--- config.mk ---
export PLATFORM = sky130hd
export DESIGN_NAME = c2f_req_ctrl
export DESIGN_NICKNAME = d
export VERILOG_FILES = /design/src/rtl/c2f_req_ctrl.sv
export SDC_FILE = /design/constraint.sdc
export NUM_CORES = 1
export LEC_CHECK = 0
export ABC_AREA = 1
export BUFFER_PORTS_ARGS = -buffer_cell sky130_fd_sc_hd__buf_2
export CAP_MARGIN = 30
export CORE_MARGIN = 2
export CORE_UTILIZATION = 56
export DETAILED_ROUTE_END_ITERATION = 10
export PLACE_DENSITY = 0.79
export SLEW_MARGIN = 20
export SYNTH_ARGS = -nofsm -noshare
export SYNTH_HDL_FRONTEND = slang
export SYNTH_SLANG_ARGS = --single-unit
--- constraint.sdc ---
create_clock -name QClk -period 3.7 [get_ports QClk]
set_input_delay 0.74 -clock QClk [delete_from_list [all_inputs] [get_ports QClk]]
set_output_delay 0.74 -clock QClk [all_outputs]
set_load 0.02 [all_outputs]
--- src/rtl/c2f_req_ctrl.sv ---
// c2f_req_ctrl: core-to-fabric initiator; queues remote core loads/stores for the ring
// and tracks one outstanding remote read per hardware thread.
module c2f_req_ctrl #(
    parameter  int FIFO_DEPTH  = 4,
    parameter  int NUM_THREADS = 4,
    localparam int TID_W       = $clog2(NUM_THREADS)
) (
    input  logic                   QClk,
    input  logic                   RstQnnnL,
    input  logic [7:0]             CoreIdStrap,
    input  logic [NUM_THREADS-1:0] ThreadQ103H,
    input  logic [31:0]            AddressQ103H,
    input  logic [3:0]             ByteEnQ103H,
    input  logic [31:0]            WrDataQ103H,
    input  logic                   RdEnQ103H,
    input  logic                   WrEnQ103H,
    output logic                   C2F_FullQ103H,
    output logic [NUM_THREADS-1:0] C2F_ThreadStallQnnnH,
    output logic                   C2F_RdRspValidQ104H,
    output logic [NUM_THREADS-1:0] C2F_RdRspThreadQ104H,
    output logic [31:0]            C2F_RdRspDataQ104H,
    output logic                   C2F_ReqValid,
    input  logic                   C2F_ReqReady,
    output logic [1:0]             C2F_ReqOpcode,
    output logic [31:0]            C2F_ReqAddress,
    output logic [31:0]            C2F_ReqData,
    output logic [3:0]             C2F_ReqByteEn,
    output logic [TID_W-1:0]       C2F_ReqThread,
    input  logic                   F2C_RspValid,
    input  logic [TID_W-1:0]       F2C_RspThread,
    input  logic [31:0]            F2C_RspData,
    output logic                   C2F_ErrSticky
);
    localparam int PTR_W = $clog2(FIFO_DEPTH);
    localparam int CNT_W = $clog2(FIFO_DEPTH + 1);

    typedef struct packed {
        logic [1:0]       op;
        logic [31:0]      addr;
        logic [31:0]      data;
        logic [3:0]       be;
        logic [TID_W-1:0] thr;
    } req_t;

    req_t                   mem_q [FIFO_DEPTH];
    req_t                   entry_d;
    req_t                   head;
    logic [PTR_W-1:0]       wr_ptr_q, wr_ptr_d, rd_ptr_q, rd_ptr_d;
    logic [CNT_W-1:0]       cnt_q, cnt_d;
    logic [NUM_THREADS-1:0] pend_q, pend_d, pend_set, pend_clr;
    logic [NUM_THREADS-1:0] rsp_thr_q, rsp_thr_d;
    logic [31:0]            rsp_data_q, rsp_data_d;
    logic                   rsp_vld_q, rsp_vld_d;
    logic                   err_q, err_d;
    logic [TID_W-1:0]       thr_enc;
    logic                   remote, full, rd_dup, push, pop, rsp_hit;

    always_comb begin
        thr_enc = '0;
        for (int i = NUM_THREADS - 1; i >= 0; i--)
            if (ThreadQ103H[i]) thr_enc = TID_W'(i);
    end

    assign remote = (RdEnQ103H | WrEnQ103H) && AddressQ103H[31:24] != 8'h00
                    && AddressQ103H[31:24] != CoreIdStrap;
    assign full   = cnt_q == CNT_W'(FIFO_DEPTH);
    assign rd_dup = RdEnQ103H && pend_q[thr_enc];
    // Space is judged on the registered count only: a same-cycle pop never makes room.
    assign push   = remote && !full && !rd_dup;
    assign pop    = cnt_q != '0 && C2F_ReqReady;
    assign rsp_hit = F2C_RspValid && pend_q[F2C_RspThread];

    always_comb begin
        entry_d    = '{op: RdEnQ103H ? 2'b01 : 2'b10, addr: AddressQ103H, data: WrDataQ103H,
                       be: ByteEnQ103H, thr: thr_enc};
        wr_ptr_d   = push ? wr_ptr_q + 1'b1 : wr_ptr_q;
        rd_ptr_d   = pop ? rd_ptr_q + 1'b1 : rd_ptr_q;
        cnt_d      = cnt_q + CNT_W'(push) - CNT_W'(pop);
        pend_set   = (push && RdEnQ103H) ? NUM_THREADS'(1) << thr_enc : '0;
        pend_clr   = rsp_hit ? NUM_THREADS'(1) << F2C_RspThread : '0;
        pend_d     = (pend_q & ~pend_clr) | pend_set;
        rsp_vld_d  = rsp_hit;
        rsp_thr_d  = rsp_hit ? pend_clr : rsp_thr_q;
        rsp_data_d = rsp_hit ? F2C_RspData : rsp_data_q;
        err_d      = err_q | (remote && (full || rd_dup)) | (F2C_RspValid && !rsp_hit);
    end

    always_ff @(posedge QClk or negedge RstQnnnL) begin
        if (!RstQnnnL) begin
            wr_ptr_q   <= '0;
            rd_ptr_q   <= '0;
            cnt_q      <= '0;
            pend_q     <= '0;
            rsp_vld_q  <= 1'b0;
            rsp_thr_q  <= '0;
            rsp_data_q <= '0;
            err_q      <= 1'b0;
        end else begin
            wr_ptr_q   <= wr_ptr_d;
            rd_ptr_q   <= rd_ptr_d;
            cnt_q      <= cnt_d;
            pend_q     <= pend_d;
            rsp_vld_q  <= rsp_vld_d;
            rsp_thr_q  <= rsp_thr_d;
            rsp_data_q <= rsp_data_d;
            err_q      <= err_d;
        end
    end

    // Storage needs no reset: payload outputs are gated by valid.
    always_ff @(posedge QClk) begin
        if (push) mem_q[wr_ptr_q] <= entry_d;
    end

    assign head                 = mem_q[rd_ptr_q];
    assign C2F_ReqValid         = cnt_q != '0;
    assign C2F_ReqOpcode        = C2F_ReqValid ? head.op : 2'b00;
    assign C2F_ReqAddress       = C2F_ReqValid ? head.addr : '0;
    assign C2F_ReqData          = C2F_ReqValid ? head.data : '0;
    assign C2F_ReqByteEn        = C2F_ReqValid ? head.be : '0;
    assign C2F_ReqThread        = C2F_ReqValid ? head.thr : '0;
    assign C2F_FullQ103H        = full;
    assign C2F_ThreadStallQnnnH = pend_q;
    assign C2F_RdRspValidQ104H  = rsp_vld_q;
    assign C2F_RdRspThreadQ104H = rsp_thr_q;
    assign C2F_RdRspDataQ104H   = rsp_data_q;
    assign C2F_ErrSticky        = err_q;
endmodule

Word-level counts from Yosys, hierarchy flattened
Memory sizes are Yosys's and may differ from the RTL's.
Cells that the tools add are included.
{"block": "word_totals", "regBits": 49, "mem_bits_rw": 288, "inputBits": 120, "out_inout_bits": 116, "wordCells": 59, "memories": 1}
{"memory": "mem_q", "depth": 4, "word_bits": 72, "read_ports": 1, "rd_clocked_by_memory_dff": 0, "write_ports": 1, "line": "45", "text": "req_t mem_q [FIFO_DEPTH];"}
{"block": "classes", "addsub": 4, "order_cmp": 2, "eq_ne": 2, "n_shift": 2, "mux": 18, "n_bitwise": 6, "n_reduce_logical": 16}
{"operator": "two-way mux 32 bit", "count": 2}
{"operator": "two-way mux 2 bit", "count": 7}
{"operator": "two-way mux 4 bit", "count": 3}
{"operator": "logical AND 1 bit", "count": 10}
{"operator": "!= test 8 bit", "count": 1}
{"operator": "nonzero test 8 bit", "count": 1}
{"operator": "<< shifter 1 x 2 -> 4 bit (first input constant)", "count": 2}
{"operator": "< comparator 2 x 3 -> 1 bit (second input constant)", "count": 2}
{"operator": "adder 2 x 1 -> 2 bit (second input constant)", "count": 2}
{"operator": "AND 4 bit", "count": 1}
{"operator": "binary-select mux 1 bit (select 2 bit)", "count": 2}
{"operator": "two-way mux 1 bit", "count": 4}
{"operator": "inverter 4 bit", "count": 1}
{"operator": "OR 4 bit", "count": 1}
{"operator": "adder 3 x 1 -> 3 bit", "count": 1}
{"operator": "== test 3 bit (second input constant)", "count": 1}
{"operator": "logical NOT 1 bit", "count": 3}
{"operator": "OR 1 bit", "count": 3}
{"operator": "nonzero test 3 bit", "count": 1}
{"operator": "subtractor 3 x 1 -> 3 bit", "count": 1}
{"operator": "logical OR 1 bit", "count": 1}

Longest topological paths before layout
Gate-level depths: netlist of the first run.
{"block": "logic_depth", "depth_word": 12, "depth_mapped": 15}

Worst setup path before layout of the first run
Ideal clock, no wire load.
{"block": "synth_timing", "path_type": "input to register", "startpoint": "input ThreadQ103H[1]", "endpoint": "memory mem_q[0][0] in the netlist's numbering (enable)", "arrival_ps": 3219, "slack_ps": 36, "cell_stages": 7, "n_path_buf": 0, "path_cell_list": "nor2_2 o21ai_2 nand3_1 nand3_2 nand2_4 nand2_8 nor2_2"}
{"block": "synth_between", "elab_chain_cells": 9}
{"element": "start: declaration", "line": "11", "text": "input logic [NUM_THREADS-1:0] ThreadQ103H,"}
{"element": "two-way mux 2 bit (2 in series)", "line": "61", "text": "if (ThreadQ103H[i]) thr_enc = TID_W'(i);"}
{"element": "binary-select mux 1 bit (select 2 bit)", "line": "67", "text": "assign rd_dup = RdEnQ103H && pend_q[thr_enc];"}
{"element": "two-way mux 1 bit (not written as such)", "line": "67"}
{"element": "logical AND 1 bit", "line": "67"}
{"element": "logical NOT 1 bit", "line": "69", "text": "assign push = remote && !full && !rd_dup;"}
{"element": "logical AND 1 bit", "line": "69"}
{"element": "two-way mux 1 bit", "line": "112", "text": "if (push) mem_q[wr_ptr_q] <= entry_d;"}
{"element": "two-way mux 1 bit (not written as such)", "line": "112"}
{"element": "end: declaration", "line": "45"}
No other way between the ends. The select of a mux whose other input is x is not followed.

Worst setup path after layout of the first run
{"block": "layout_timing", "startpoint": "register rd_ptr_q[0]", "endpoint": "output C2F_ReqThread[1]"}
{"block": "layout_between", "elab_chain_cells": 2}
{"element": "start: declaration", "line": "48", "text": "logic [PTR_W-1:0] wr_ptr_q, wr_ptr_d, rd_ptr_q, rd_ptr_d;"}
{"element": "start signal: assignment", "line": "100", "text": "rd_ptr_q <= rd_ptr_d;"}
{"element": "memory (4 x 72 bit)"}
{"element": "two-way mux 2 bit", "line": "121", "text": "assign C2F_ReqThread = C2F_ReqValid ? head.thr : '0;"}
{"element": "end: declaration", "line": "28", "text": "output logic [TID_W-1:0] C2F_ReqThread,"}
No other way between the ends.

==> flow_metrics.tcl, run 1 <==
set metrics [dict create \
    root_buffer "clkbuf_16" \
    synth_edf_count 288 \
    final-setup-viol-count 0 \
    worstPathArrival_ns 2.64 \
    synth_top_area_cell "edfxtp_1" \
    drive_gt1_share_pct 23.7 \
    die_h_um 160 \
    tns_ns 0 \
    htree_levels 2 \
    via_count 9210 \
    fillCellCount 1724 \
    crit_family "buffers and inverters" \
    grt_start_max_net_pins 92 \
    cpPeakStageDelay_ns 0.73 \
    period_share_pct 91.4 \
    leakage_nw 6.41 \
    synthFlopType "edfxtp_1" \
    cts_tree "built" \
    endpoint_kind "output pin" \
    post-dp-hpwl_mm 17.8 \
    drt-pass1-iter-count 5 \
    status "completed" \
    startpoint_type "flip-flop" \
    worst_slew_pin_slew_ns 0.797 \
    syn_inst 1143 \
    register_area_um2 9880 \
    cts_sinks 337 \
    grt_pass1_vias 9369 \
    ys_ff_latch 337 \
    wl_per_cell_um 17.7 \
    drt-total-wl_mm 30.3 \
    path_class "flip-flop to output pin" \
    clk_latency_ns 0.50 \
    gr-usage-all-layers_pct 24.0 \
    numCtsBuffers 35 \
    place.gp.congestion 0.789 \
    period_needed_ns 3.38 \
    clkTransAtPathRegs_ns 0.06 \
    dp_slack_ns 0.748 \
    grt_overflow 0 \
    area.growth.synth_to_final_pct 18.9 \
    ys_warn_count 0 \
    core_um2 23600 \
    initial_core_util_pct 57.4 \
    synth.distinct_cells 35 \
    cp.buffers_inverters 3 \
    timing.fmax_ghz 0.296 \
    syn_avg_cell_area_um2 11.9 \
    maxCapViolCount 0 \
    clockBufferDepth 3 \
    synth_common_cells "nor2_1 (303), edfxtp_1 (288), nand2_1 (136), o21ai_0 (125), a21oi_1 (72)" \
    final_antenna_net_count 0 \
    required_ns 2.96 \
    slew_headroom_pct 46.9 \
    dieWidth_um 160 \
    async_flop_share_pct 14.5 \
    fin_nets 1500 \
    fin_ws_ns 0.319 \
    die-area_um2 25500 \
    drtIter0Drc 630 \
    portBuffers 235 \
    cts_resized 0 \
    skew_ns 0.0179 \
    routed_via_density 5.37 \
    yosysMostFrequentCell "nor2_1" \
    syn_area_um2 13500 \
    grt_antenna_before_repair 2 \
    path_cells "inv_4 -> buf_12 -> o21ai_0 -> a21oi_1 -> buf_2" \
    rows 56 \
    worstPathMaxFanout 79 \
    rsz0062_at_grt "false" \
    p_per_area_nw_per_um2 912 \
    hold_class "primary input to asynchronous set/reset pin" \
    synthTopCellsByArea "edfxtp_1 (64%), dfrtp_1 (9.0%), nor2_1 (8.4%)" \
    ys_seq_area_share_pct 72.9 \
    cts_hold_buf 0 \
    peakVddDrop_mv 0.442 \
    multiInputGateArea_um2 3220 \
    syn_nets 1270 \
    crit_path_top_delay_cell "dfrtp_4" \
    hold_viol 0 \
    io_pins 236 \
    maxSlewViolCount 0 \
    grt_pass1_wl_mm 48.2 \
    cts_setup_buffers 0 \
    drc 0 \
    synth_top_area_share_pct 63.8 \
]
## cell usage in the layout, fill, tap and decap left out, types with 6 or more instances in the layout
| cell type | n |
|---|---|
| a21oi_1 | 72 |
| buf_12 | 8 |
| buf_2 | 235 |
| buf_4 | 9 |
| clkbuf_1 | 7 |
| clkbuf_16 | 37 |
| dfrtp_1 | 47 |
| edfxtp_1 | 288 |
| ha_1 | 6 |
| inv_1 | 28 |
| nand2_1 | 136 |
| nand2_2 | 6 |
| nand3_1 | 16 |
| nor2_1 | 303 |
| o21ai_0 | 125 |
| o21ai_1 | 19 |
## worst register-to-register path, stage by stage (launching register included)
cell and delay (ns):
dfrtp_1 0.46, nor3_4 0.21, buf_4 0.28, inv_2 0.06
nand2_1 0.13, inv_1 0.09, ha_1 0.28, inv_1 0.06
ha_1 0.13, inv_1 0.05, fa_1 0.40, xor2_1 0.17
## layer usage
metal / GRT usage (%) / vias up / share of wire, % / wire length [µm]
met5: 0 / - / 0.043 / 13
met4: 6.86 / 2 / 2.0 / 599
met3: 6.07 / 51 / 8.1 / 2450
met2: 41.9 / 361 / 50 / 15300
met1: 29.7 / 4417 / 40 / 12000
li1: - / 4379 / - / -
## per-stage QoR
step           util (%)  hold slack (ns)  total power, mW  instances  cell area (µm²)
6_report           68.2            0.193             14.7       1715            16100
5_1_grt            68.2            0.203             15.6       1714            16100
4_1_cts            68.2            0.184             14.8       1714            16100
3_5_place_dp       63.7            0.460             11.5       1655            15000
3_3_place_gp       63.6            0.458             11.3       1654            15000
2_1_floorplan         -            0.444             9.50       1143            13500
## sequential cells by signal, summed over array words and instances (netlist names)
| register | flops |
|---|---|
| rd_ptr_q | 2 |
| mem_q | 288 |
| C2F_RdRspThreadQ104H | 4 |
| C2F_ErrSticky | 1 |
| wr_ptr_q | 2 |
| C2F_RdRspValidQ104H | 1 |
| C2F_RdRspDataQ104H | 32 |
| C2F_ThreadStallQnnnH | 4 |
| cnt_q | 3 |
## power by group
group          internal, mW  total, mW  switching (mW)
sequential             5.22       5.71           0.488
clock                  1.90       3.27            1.37
combinational          1.74       5.72            3.98
## cell type report
cell class / count / area share, %
Antenna cell: 1 / 0.0155
Clock inverter: 11 / 0.373
Tap cell: 319 / 2.48
Multi-Input combinational cell: 712 / 20.0
Inverter: 35 / 0.862
Sequential cell: 337 / 61.3
Timing Repair Buffer: 252 / 8.71
Clock buffer: 48 / 6.25
## cell families after synthesis
family / share of synthesized area [%]
buffers and inverters: 3.49
flip-flops: 72.9
AO/OA/AOI/OAI: 8.22
XOR/XNOR: 0.388
AND/OR/NAND/NOR: 14.3
adder cells (fa/ha/maj): 0.702
## final timing paths
check	slack, ns	cells after the start	to	startpoint
min	0.19	1	C2F_RdRspDataQ104H[3]$_DFFE_PN0P_	RstQnnnL
max in group asynchronous	2.99	2	C2F_RdRspDataQ104H[11]$_DFFE_PN0P_	RstQnnnL
max	0.32	5	C2F_ReqThread[1]	rd_ptr_q[0]$_DFFE_PN0P_
min reg2reg	0.47	2	C2F_RdRspDataQ104H[30]$_DFFE_PN0P_	C2F_RdRspDataQ104H[30]$_DFFE_PN0P_
min in group QClk	0.43	3	C2F_RdRspDataQ104H[16]$_DFFE_PN0P_	F2C_RspData[16]
max reg2reg	1.28	11	cnt_q[2]$_DFF_PN0_	cnt_q[1]$_DFF_PN0_
(Power assumes the default switching activity.)
==> run 2, diff against run 1 <==
--- a/config.mk
+++ b/config.mk
@@ -5,10 +5,9 @@
 export SDC_FILE = /design/constraint.sdc
 export NUM_CORES = 1
 export LEC_CHECK = 0
-export ABC_AREA = 1
 export BUFFER_PORTS_ARGS = -buffer_cell sky130_fd_sc_hd__buf_2
 export CAP_MARGIN = 30
-export CORE_MARGIN = 2
+export CORE_MARGIN = 8
 export CORE_UTILIZATION = 56
 export DETAILED_ROUTE_END_ITERATION = 10
 export PLACE_DENSITY = 0.79
==> run 2 against run 1 <==
First-iteration DRC count fell by 23%. Maximum frequency increased by 2.7%. Flip-flop and latch count unchanged. Register-to-register slack worse by 0.39 ns. Critical endpoint is now C2F_ReqOpcode[0]. Largest power group is now sequential cells. Sequential share of layout area grew 1.0 points. Sequential power about the same. Synthesized cell count decreased by 39%. Via count decreased by 24%. Synthesized area down 3.1%. Critical path type unchanged. Cell count is 24% lower.
==> flow_metrics.tcl, run 2 <==
set metrics [dict create \
    status "completed" \
    path_cells "buf_4 -> mux4_2 -> and2_1 -> buf_2" \
    worst-path-stages 4 \
    grt_overflow 0 \
    leakage_nw 6.04 \
    hold_class "primary input to asynchronous set/reset pin" \
    worst_slew_pin_slew_ns 0.710 \
    gr-usage-all-layers_pct 19.0 \
    synth.distinct_cells 40 \
    register_area_um2 9880 \
    clockBufferDepth 3 \
    final_util_pct 68.1 \
    p_per_area_nw_per_um2 890 \
    most-common-layout-cells "edfxtp_1 (288), buf_2 (235), nand2_1 (104)" \
    peakVddDrop_mv 0.488 \
    rsz0062_at_grt "false" \
    final_antenna_net_count 0 \
    io_pins 236 \
    root_buffer "clkbuf_16" \
    synthFlopType "edfxtp_1" \
    startpoint_type "flip-flop" \
    crit_family "flip-flops" \
    drtIter0Drc 482 \
    drive_gt1_share_pct 39.7 \
    die-area_um2 28600 \
    ff2ff_setup_slack_ns 0.89 \
    period_share_pct 89.0 \
    initial_core_util_pct 56.4 \
    synth_top_area_share_pct 65.9 \
    synthTopCellsByArea "edfxtp_1 (66%), mux4_2 (13%), dfrtp_1 (9.3%)" \
    endpoint_kind "output pin" \
    syn_avg_cell_area_um2 18.9 \
    required_ns 2.96 \
    area.growth.synth_to_final_pct 20.8 \
    grt_pass1_vias 7656 \
    r2r_end "cnt_q[2]$_DFF_PN0_" \
    fillCellCount 1582 \
    cts_sinks 337 \
    cts_tree "built" \
    syn_inst 696 \
    syn_nets 823 \
    path_class "flip-flop to output pin" \
    cts_setup_buffers 0 \
    multiInputGateArea_um2 3030 \
    r2r_start "cnt_q[1]$_DFF_PN0_" \
    cts_resized 0 \
    timing.fmax_ghz 0.304 \
    grt_start_max_net_pins 67 \
    synth_common_cells "edfxtp_1 (288), nand2_1 (104), and2_1 (73), mux4_2 (73), dfrtp_1 (49)" \
    top_register "mem_q" \
    worstPathMaxFanout 35 \
    core_um2 23300 \
    layout_commonest_cell "edfxtp_1" \
    power_mw 14.1 \
    htree_levels 2 \
    final-setup-viol-count 0 \
    maxSlewViolCount 0 \
    ff2ff_path_depth 9 \
    dieWidth_um 169 \
    crit_path_top_delay_cell "dfrtp_4" \
    cts_hold_buf 0 \
    numCtsBuffers 35 \
    period_needed_ns 3.29 \
    rows 56 \
    clkTransAtPathRegs_ns 0.06 \
    cpPeakStageDelay_ns 0.90 \
    drt-pass1-iter-count 7 \
    die_h_um 169 \
    synth_top_area_cell "edfxtp_1" \
    grt_pass1_wl_mm 42.0 \
    drc 0 \
    tns_ns 0 \
    async_flop_share_pct 14.5 \
    routed_via_density 5.40 \
    portBuffers 235 \
    wl_per_cell_um 20.7 \
    hold_viol 0 \
    via_count 7021 \
    largest_reg_flops 288 \
    cp.buffers_inverters 2 \
    clk_latency_ns 0.50 \
    ys_warn_count 0 \
    grt_antenna_before_repair 1 \
    design_area_um2 15800 \
    maxCapViolCount 0 \
    yosysMostFrequentCell "edfxtp_1" \
    ys_ff_latch 337 \
    place.gp.congestion 0.797 \
    worstPathArrival_ns 2.55 \
    post-dp-hpwl_mm 17.3 \
    slew_headroom_pct 52.7 \
    fin_nets 1084 \
    drt-total-wl_mm 26.9 \
    dpl_cell_area_um2 14800 \
    skew_ns 0.0116 \
    ys_seq_area_share_pct 75.2 \
    synth_edf_count 288 \
    syn_area_um2 13100 \
]
-- run 2: worst max path at each step --
stage	start	slack [ns]	end
floorplan	ThreadQ103H[3]	0.79	mem_q[0][0]$_DFFE_PP_
global placement	ThreadQ103H[3]	0.63	cnt_q[2]$_DFF_PN0_
detailed placement	ThreadQ103H[3]	0.56	cnt_q[2]$_DFF_PN0_
CTS	rd_ptr_q[0]$_DFFE_PN0P_	0.31	C2F_ReqOpcode[0]
global route	rd_ptr_q[0]$_DFFE_PN0P_	0.24	C2F_ReqAddress[2]
finish	rd_ptr_q[0]$_DFFE_PN0P_	0.41	C2F_ReqOpcode[0]
-- run 2: worst reg2reg max path, delay by kind of cell (launching register included) --
family	cells	cell delay (ns)
XOR/XNOR	2	0.34
adder cells (fa/ha/maj)	3	0.81
buffers and inverters	2	0.11
flip-flops	1	0.43
AND/OR/NAND/NOR	2	1.04
-- run 2: cells by family after synthesis --
logic type / Yosys count / synth area share (%)
mux: 74 / 12.6
simple gates: 205 / 7.81
xor+xnor: 13 / 0.868
buf+inv: 45 / 1.70
fa+ha+maj: 7 / 0.725
compound gates: 15 / 1.01
flops: 337 / 75.2
-- run 2: per-stage QoR --
stage	setup WS (ns)	instances	hold WS, ns
finish	0.407	1300	0.103
global route	0.235	1299	0.0975
CTS	0.314	1297	0.385
detailed placement	0.560	1238	0.457
global placement	0.628	1238	0.454
floorplan	0.785	696	0.444
-- run 2: cell type report --
class                      instances  area share [%]
tap                              319            2.52
sequential                       337            62.4
inverter                          12           0.284
antenna                            2          0.0316
timing repair buffer             257            9.10
clock buffer                      43            5.78
multi-input combinational        314            19.1
clock inverter                    16           0.805
-- run 2: routing by layer --
layer | track usage, % | wire (µm) | vias to the layer above
met5 | 0 | 0 | -
met4 | 5.19 | 503 | 0
met3 | 5.26 | 2220 | 42
met2 | 32.5 | 13500 | 271
met1 | 23.7 | 10700 | 3539
li1 | - | - | 3169
-- run 2: power by group --
part           internal (mW)  switching [mW]  total (mW)
combinational           2.18            3.02        5.20
sequential              5.26           0.436        5.69
clock                   1.89            1.33        3.22
==> run 3, diff against run 2 <==
==> constraint.sdc (replaced) <==
create_clock -name QClk -period 3.3 [get_ports QClk]
set_input_delay 0.66 -clock QClk [delete_from_list [all_inputs] [get_ports QClk]]
set_output_delay 0.66 -clock QClk [all_outputs]
set_load 0.02 [all_outputs]
==> run 3 against run 2 <==
Total power rose by 13%. Global-route usage is essentially flat. Largest power group unchanged. Die area is the same. Critical path type unchanged. First-iteration DRC count shrank 15%. Flip-flop and latch count did not move. Critical path depth unchanged. Worst hold slack got worse by 0.094 ns. Utilization is 0.38 points higher. Count of clock-buffer cells in the layout fell by 2. Non-clock buffer count grew 4. Via count shrank 0.56%. Register-to-register slack worse by 0.05 ns.
==> flow_metrics.tcl, run 3 (synthesis results as in run 2) <==
set metrics [dict create \
    endpoint_kind "output pin" \
    die-area_um2 28600 \
    fin_nets 1087 \
    grt_overflow 0 \
    hold_viol 0 \
    drt-total-wl_mm 26.9 \
    io_pins 236 \
    grt_pass1_vias 7682 \
    skew_ns 0.0144 \
    grt_start_max_net_pins 50 \
    leakage_nw 6.08 \
    cts_tree "built" \
    final_antenna_net_count 0 \
    maxSlewViolCount 0 \
    p_per_area_nw_per_um2 1000 \
    place.gp.congestion 0.801 \
    cts_setup_buffers 0 \
    grt_antenna_before_repair 4 \
    path_cells "buf_4 -> mux4_2 -> and2_1 -> buf_2" \
    portBuffers 235 \
    layout_commonest_cell "edfxtp_1" \
    grt_pass1_wl_mm 42.0 \
    gr-usage-all-layers_pct 19.1 \
    area.growth.synth_to_final_pct 21.4 \
    final_util_pct 68.5 \
    cpPeakStageDelay_ns 0.69 \
    drtIter0Drc 410 \
    startpoint_type "flip-flop" \
    rows 56 \
    post-dp-hpwl_mm 17.8 \
    maxCapViolCount 0 \
    cts_hold_buf 0 \
    worst_slew_pin_slew_ns 0.619 \
    routed_via_density 5.35 \
    path_class "flip-flop to output pin" \
    final-setup-viol-count 0 \
    worstPathMaxFanout 19 \
    required_ns 2.64 \
    period_needed_ns 2.99 \
    core_um2 23300 \
    numCtsBuffers 34 \
    htree_levels 2 \
    rsz0062_at_grt "false" \
    initial_core_util_pct 56.4 \
    crit_path_top_delay_cell "dfrtp_4" \
    peakVddDrop_mv 0.502 \
    period_share_pct 90.8 \
    cts_sinks 337 \
    worstPathArrival_ns 2.33 \
    root_buffer "clkbuf_16" \
    status "completed" \
    die_h_um 169 \
    drc 0 \
    top_register "mem_q" \
    clkTransAtPathRegs_ns 0.06 \
    clk_latency_ns 0.50 \
    tns_ns 0 \
    via_count 6982 \
    dieWidth_um 169 \
    largest_reg_flops 288 \
    drive_gt1_share_pct 40.0 \
    clockBufferDepth 3 \
    hold_class "primary input to asynchronous set/reset pin" \
    drt-pass1-iter-count 5 \
    cts_resized 0 \
    wl_per_cell_um 20.6 \
    most-common-layout-cells "edfxtp_1 (288), buf_2 (235), nand2_1 (104)" \
    slew_headroom_pct 58.4 \
    fillCellCount 1555 \
    timing.fmax_ghz 0.334 \
]
[run 3: cell count changes in the layout (fill, tap and decap cells not counted), sizes merged]
cell    before  now
bufinv       2    3
buf        257  261
inv         14   13
clkbuf      43   41
clkinv      12   16
[run 3: report_power, final]
part	switching, mW	total [mW]	internal (mW)
logic	3.42	5.92	2.50
registers	0.460	6.35	5.89
clock network	1.49	3.67	2.17
total	5.37	15.9	10.6
[run 3: per-layer routing]
layer	vias up	track usage [%]	share of wire [%]
li1	3181	-	-
met1	3509	23.1	39
met2	245	33.0	51
met3	43	5.47	8.1
met4	4	5.23	2.0
met5	-	0	0.082
[run 3: critical path: cells and delay by family (launching register included)]
kind	cells	cell delay, ns
multiplexers	1	0.52
flip-flops	1	0.69
buffers and inverters	2	0.44
AND/OR/NAND/NOR	1	0.19
[run 3: through the flow]
step	setup slack [ns]	instance area [µm²]	std cells	hold WS [ns]	power, mW
after floorplan	0.465	13100	696	0.364	10.3
after global placement	0.415	14800	1242	0.454	12.3
after detailed placement	0.389	14800	1242	0.457	12.5
after CTS	0.237	15900	1303	0.298	16.2
after global routing	0.186	15900	1306	0.00726	16.7
final	0.305	15900	1306	0.00880	15.9
[run 3: path summary, 6_finish.rpt]
kind | from | to | slack (ns) | cells after the start
worst min register to register | C2F_RdRspDataQ104H[3]$_DFFE_PN0P_ | C2F_RdRspDataQ104H[3]$_DFFE_PN0P_ | 0.47 | 2
max in group asynchronous | RstQnnnL | C2F_RdRspDataQ104H[27]$_DFFE_PN0P_ | 2.65 | 3
min in group QClk | F2C_RspData[5] | C2F_RdRspDataQ104H[5]$_DFFE_PN0P_ | 0.36 | 3
worst max-delay path | rd_ptr_q[0]$_DFFE_PN0P_ | C2F_ReqAddress[2] | 0.31 | 4
worst max register to register | cnt_q[1]$_DFF_PN0_ | cnt_q[2]$_DFF_PN0_ | 0.84 | 9
worst min-delay path | RstQnnnL | C2F_RdRspDataQ104H[24]$_DFFE_PN0P_ | 0.009 | 1
[run 3: layout make-up]
cell class,instances,area (µm²),area share [%]
diodes,2,5.00,0.0314
clock buffers,41,898,5.64
clock inverters,20,166,1.04
inverters,12,45.0,0.283
multi-input cells,314,3030,19.0
flip-flops and latches,337,9880,62.0
well taps,319,399,2.50
repair buffers,261,1510,9.47
